[src/rtl/mem_stage.sv]
// mem_stage: load/store over req/ack bus with timeout; ports: EX/MEM inputs, bus_* master, stall_o, registered WB outputs, align/bus error pulses
module mem_stage #(
  parameter int TIMEOUT = 16
) (
  input  logic        clk,
  input  logic        rst,
  input  logic [31:0] result_i,
  input  logic [4:0]  writeAddr_i,
  input  logic        writeEnable_i,
  input  logic [3:0]  memOp_i,
  input  logic [31:0] storeData_i,
  output logic        bus_req_o,
  output logic        bus_we_o,
  output logic [31:0] bus_addr_o,
  output logic [3:0]  bus_be_o,
  output logic [31:0] bus_wdata_o,
  input  logic [31:0] bus_rdata_i,
  input  logic        bus_ack_i,
  output logic        stall_o,
  output logic [31:0] result_o,
  output logic [4:0]  writeAddr_o,
  output logic        writeEnable_o,
  output logic        align_err_o,
  output logic        bus_err_o,
  output logic [31:0] bad_addr_o
);
  typedef enum logic {IDLE, WAIT} state_t;
  state_t state, state_n;
  logic [3:0]  op_q;
  logic [31:0] addr_q;
  logic [4:0]  wa_q;
  logic        we_q;
  logic [7:0]  cnt;
  logic        is_mem, is_byte, is_half, is_word, misaligned, mem_go, timeout;
  logic [3:0]  be_n;
  logic [31:0] wdata_n, load_data;
  logic [7:0]  byte_v;
  logic [15:0] half_v;
  always_comb begin
    is_mem = memOp_i >= 4'd1 && memOp_i <= 4'd8;
    is_byte = memOp_i == 4'd1 || memOp_i == 4'd2 || memOp_i == 4'd6;
    is_half = memOp_i == 4'd3 || memOp_i == 4'd4 || memOp_i == 4'd7;
    is_word = memOp_i == 4'd5 || memOp_i == 4'd8;
    misaligned = (is_half && result_i[0]) || (is_word && result_i[1:0] != 2'b00);
    mem_go = is_mem && !misaligned;
    be_n = is_byte ? 4'b0001 << result_i[1:0] : is_half ? (result_i[1] ? 4'b1100 : 4'b0011) : 4'b1111;
    wdata_n = is_byte ? {4{storeData_i[7:0]}} : is_half ? {2{storeData_i[15:0]}} : storeData_i;
    timeout = cnt == 8'(TIMEOUT - 1);
    byte_v = bus_rdata_i[8*addr_q[1:0] +: 8];
    half_v = addr_q[1] ? bus_rdata_i[31:16] : bus_rdata_i[15:0];
    load_data = op_q == 4'd1 ? {{24{byte_v[7]}}, byte_v} :
                op_q == 4'd2 ? {24'b0, byte_v} :
                op_q == 4'd3 ? {{16{half_v[15]}}, half_v} :
                op_q == 4'd4 ? {16'b0, half_v} : bus_rdata_i;
    stall_o = state == IDLE ? mem_go : !bus_ack_i;
    state_n = state == IDLE ? (mem_go ? WAIT : IDLE) : ((bus_ack_i || timeout) ? IDLE : WAIT);
  end
  always_ff @(posedge clk) begin
    if (rst) begin
      state <= IDLE;
      op_q <= '0;
      addr_q <= '0;
      wa_q <= '0;
      we_q <= 1'b0;
      cnt <= '0;
      bus_req_o <= 1'b0;
      bus_we_o <= 1'b0;
      bus_addr_o <= '0;
      bus_be_o <= '0;
      bus_wdata_o <= '0;
      result_o <= '0;
      writeAddr_o <= '0;
      writeEnable_o <= 1'b0;
      align_err_o <= 1'b0;
      bus_err_o <= 1'b0;
      bad_addr_o <= '0;
    end else begin
      state <= state_n;
      align_err_o <= 1'b0;
      bus_err_o <= 1'b0;
      if (state == IDLE) begin
        if (!is_mem) begin
          result_o <= result_i;
          writeAddr_o <= writeAddr_i;
          writeEnable_o <= writeEnable_i;
        end else if (misaligned) begin
          writeEnable_o <= 1'b0;
          align_err_o <= 1'b1;
          bad_addr_o <= result_i;
        end else begin
          op_q <= memOp_i;
          addr_q <= result_i;
          wa_q <= writeAddr_i;
          we_q <= writeEnable_i;
          cnt <= '0;
          bus_req_o <= 1'b1;
          bus_we_o <= memOp_i >= 4'd6;
          bus_addr_o <= {result_i[31:2], 2'b00};
          bus_be_o <= be_n;
          bus_wdata_o <= wdata_n;
          writeEnable_o <= 1'b0;
        end
      end else if (bus_ack_i) begin
        bus_req_o <= 1'b0;
        if (!bus_we_o) begin
          result_o <= load_data;
          writeAddr_o <= wa_q;
          writeEnable_o <= we_q;
        end else
          writeEnable_o <= 1'b0;
      end else if (timeout) begin
        bus_req_o <= 1'b0;
        bus_err_o <= 1'b1;
        bad_addr_o <= addr_q;
        writeEnable_o <= 1'b0;
      end else begin
        cnt <= cnt + 8'd1;
        writeEnable_o <= 1'b0;
      end
    end
  end
endmodule

[config.mk]
export PLATFORM = sky130hd
export DESIGN_NAME = mem_stage
export DESIGN_NICKNAME = d
export VERILOG_FILES = /design/src/rtl/mem_stage.sv
export SDC_FILE = /design/constraint.sdc
export NUM_CORES = 1
export LEC_CHECK = 0
export CORE_UTILIZATION = 48
export DETAILED_ROUTE_END_ITERATION = 7
export PLACE_DENSITY = 0.89
export SYNTH_ARGS = -nofsm -noshare
export SYNTH_HDL_FRONTEND = slang
export SYNTH_SLANG_ARGS = --single-unit
export TNS_END_PERCENT = 1
[constraint.sdc]
create_clock -name clk -period 2.9 [get_ports clk]
set_clock_uncertainty 0.1 [all_clocks]
set_input_delay 0.58 -clock clk [delete_from_list [all_inputs] [get_ports clk]]
set_output_delay 0.58 -clock clk [all_outputs]
set_load 0.02 [all_outputs]
==> run_results.csv <==
group,metric,value,unit
pwr,cellLeakagePower,4.26,nW
setup_path,cpMaxStageDelayCell,"or4_1",
logic_synthesis,synth_area,8350,um2
sta,hold_viol,0,
logic_synthesis,ys_types,64,
detailed_routing,vias,8306,
setup_path,path_class,"input port to output pin",
place,dpl_worst_slack,-232,ps
global_route,antenna_found_initial,0,
pwr,p_int,4.61,mW
clocking,cts_buffers,17,
detailed_routing,ant_nets,0,
cells_and_area,stdcell_count,1410,
logic_synthesis,synth_edf_count,0,
logic_synthesis,ys_warn_count,0,
logic_synthesis,avgSynthCellArea,8.56,um2
place,io_buffers,249,
setup_path,worstPathArrival,2070,ps
cells_and_area,antenna_cells,0,
detailed_routing,drt_iter0_drc,807,
global_route,grt_first_pass_wirelength,42100,um
logic_synthesis,synthCells,976,
status,status,"finished clean",
place,hpwl,19000,um
cells_and_area,fin_nets,1287,
pwr,combPwrFrac,28.8,%
floorplan,core_area,16800,um2
setup_path,cp.required,2220,ps
detailed_routing,drt_wl_total,26900,um
sta,fin_crit,2750,ps
detailed_routing,viasPerCell,5.89,
pwr,share_seq_of_total_power,38.2,%
pwr,p_per_area,585,nW/um2
floorplan,die_h,134,um
floorplan,initial_core_util,49.8,%
setup_path,cpPeakStageDelay,560,ps
floorplan,dieWidth,134,um
pwr,power.share.switching,32.2,%
logic_synthesis,seq_area_frac_synth,38.6,%
setup_path,crit_buf_inv,2,
clocking,insertion_delay,440,ps
setup_path,path_cells,"clkdlybuf4s50_1 > or4_1 > and3_4 > nand3_2 > nand2_1 > clkbuf_2",
setup_path,crit_family,"simple AND/OR/NAND/NOR gates",
cells_and_area,drive_above_1_share,11.8,%
clocking,clkSinkCount,161,
global_route,grtUsageTotal,30.0,%
place,gp_congestion,0.935,
pwr,vdd_drop_max,0.476,mV
clocking,h-tree-depth,4,
sta,fmax,363,MHz
clocking,root_buffer,"clkbuf_16",
logic_synthesis,synth_flop_cell,"dfxtp_1",
clocking,postCtsHoldBufs,0,
pwr,clockPowerShare,33.0,%
clocking,path_clk_slew,70,ps
detailed_routing,firstDrtPassIters,5,
sta,fin_crit_sh,94.9,%
pwr,p_switching,2.19,mW
floorplan,io_pins,252,
detailed_routing,wire_per_inst,19.1,um
global_route,grt_pass1_vias,7885,
place,dp_cells,1377,
clocking,ctsLongestPathBuffers,2,
setup_path,crit_path_max_fanout,3,
sta,drv_slew,0,
global_route,grt_max_degree,69,
sta,worst_slack,149,ps
sta,max_slew_margin,51.2,%
setup_path,end_kind,"output pin",
sta,grt_setup_unrepaired,"false",
detailed_routing,drc,0,
floorplan,dieArea,17900,um2
logic_synthesis,synthArstFlopShare,0,%
sta,tightest_slew,732,ps
logic_synthesis,ys_ff_latch,161,
min_path,hold_class,"flip-flop to flip-flop",
setup_path,cp-start-kind,"input port",
clocking,cts_tree,"yes",
floorplan,rows,47,
cells_and_area,syn_to_final_growth,39.3,%
global_route,grt.overflow.total,0,
sta,setup_viol,0,
job,maxCapViolations,0,
-- state kept, by name (all words and copies together) (netlist names), 4 cells and up --
signal       flops
addr_q          32
bad_addr_o      32
bus_wdata_o     32
result_o        32
cnt              8
wa_q             5
writeAddr_o      5
bus_be_o         4
op_q             4
-- power groups by stage --
| stage | registers (mW) | logic, mW | clock network, mW |
|---|---|---|---|
| 2_1_floorplan | 2.82 | 0.890 | 0 |
| 6_report | 2.60 | 1.96 | 2.24 |
| 3_5_place_dp | 2.64 | 1.94 | 0 |
| 4_1_cts | 2.60 | 1.96 | 2.27 |
| 3_3_place_gp | 2.63 | 1.90 | 0 |
| 5_1_grt | 2.62 | 2.09 | 2.36 |
-- tightest hold or removal path, cell delays in order (launching register included) --
cell     delay (ps)
dfxtp_1         310
nand2_1          50
a21oi_1          50
-- logic make-up (layout without fill, tap and decap cells) --
| group | after synthesis | in the layout | synth area share (%) |
|---|---|---|---|
| AOI/OAI and AO/OA | 230 | 230 | 21.7 |
| xor gates and xnor gates | 8 | 8 | 0.839 |
| adders and majority gates | 1 | 1 | 0.150 |
| buffers and inverters | 134 | 347 | 8.36 |
| DFF | 161 | 161 | 38.6 |
| muxes | 71 | 71 | 9.82 |
| other | 1 | 2 | 0.0449 |
| and+or+nand+nor | 370 | 370 | 20.5 |
-- worst paths after layout --
path,startpoint,endpoint,slack [ps],cells after the start
setup / recovery,memOp_i[0],stall_o,150,6
hold / removal,bus_wdata_o[1],bus_wdata_o[1],350,2
setup reg to reg,addr_q[1],result_o[9],420,5
hold reg to reg,bus_wdata_o[1],bus_wdata_o[1],350,2
-- cell usage in the layout (no fill, tap or decap), types with 8 or more instances in the layout --
cell             Yosys  final
mux4_2               8      8
nand2b_1            14     14
nor2_1              64     64
a211oi_2             9      9
nand2_1            187    187
mux2i_1             55     55
nand3b_1            22     22
nor3_1              41     41
a2111oi_2           14     14
dfxtp_1            161    160
nand3_1             10      9
a211oi_1            21     21
a21oi_1             57     56
clkbuf_16            0     18
buf_12               0     12
inv_1               13     13
a221oi_1            23     23
a22o_1               8      8
a21o_1              15     15
o41ai_1             17     17
a311oi_1             8      8
clkdlybuf4s50_1      0    246
a31oi_1             17     17
buf_4               35     41
-- synth_stat cells (2+ instances only) --
cell,n,area [um2]
o31ai_1,3,22.5
xor2_1,6,52.6
or3b_1,3,26.3
mux2_2,5,56.3
o41ai_1,17,149
buf_1,4,15.0
a22o_1,8,70.1
buf_6,4,45.0
nand4b_1,2,17.5
a311oi_1,8,70.1
buf_2,27,135
clkbuf_1,51,191
nand3_1,10,50.1
o21ai_0,2,10.0
a21boi_0,2,15.0
a31oi_1,17,106
and4b_1,2,20.0
and3_1,3,18.8
nor3_1,41,205
buf_4,35,263
dfxtp_1,161,3220
nor2_1,64,240
o21ba_2,2,20.0
a2111oi_0,7,61.3
mux2i_1,55,551
o21ai_1,7,35.0
nand3b_1,22,165
inv_1,13,48.8
a21o_1,15,113
nand4_1,3,18.8
nand2_1,187,702
nand2b_1,14,87.6
a211oi_1,21,158
a21oi_1,57,285
a2111oi_2,14,210
a32o_1,7,70.1
mux4_2,8,180
a221oi_1,23,201
a2111oi_1,3,30.0
a21oi_2,2,17.5
nor4b_1,2,17.5
nor2b_1,6,37.5
a211oi_2,9,113
xnor2_1,2,17.5
mux2_1,3,33.8
-- cell type report --
type / count / area, um2
Fill cell: 1305 / 5120
Multi-Input combinational cell: 682 / 4460
Sequential cell: 161 / 3230
Timing Repair Buffer: 302 / 3040
Clock buffer: 19 / 464
Tap cell: 220 / 275
Clock inverter: 13 / 126
Inverter: 13 / 48.8
-- stage by stage --
step / utilization (%) / hold slack, ps / TNS, ps / instance area (um2) / power [mW]
final: 69.4 / 354 / 0 / 11600 / 6.80
after global routing: 69.4 / 374 / 0 / 11600 / 7.08
after CTS: 69.4 / 356 / 0 / 11600 / 6.83
after detailed placement: 65.9 / 347 / -820 / 11000 / 4.59
after global placement: 65.9 / 341 / -237 / 11000 / 4.53
after floorplan: - / 336 / 0 / 8360 / 3.71
-- what timing repair did --
item / in CTS / in global routing
endpoints found under the setup margin: 1 / 1
pin swaps: 0 / 0
setup buffers: 0 / 1
gates resized for setup: 3 / 2
-- routing by layer --
layer	track usage, %	vias up	share of wire [%]
met1	36.7	3966	40
met2	48.8	359	48
met5	0	-	0
li1	-	3904	-
met4	15.3	0	4.4
met3	7.22	77	7.5
Note: power is estimated with default switching activity, not from simulation.
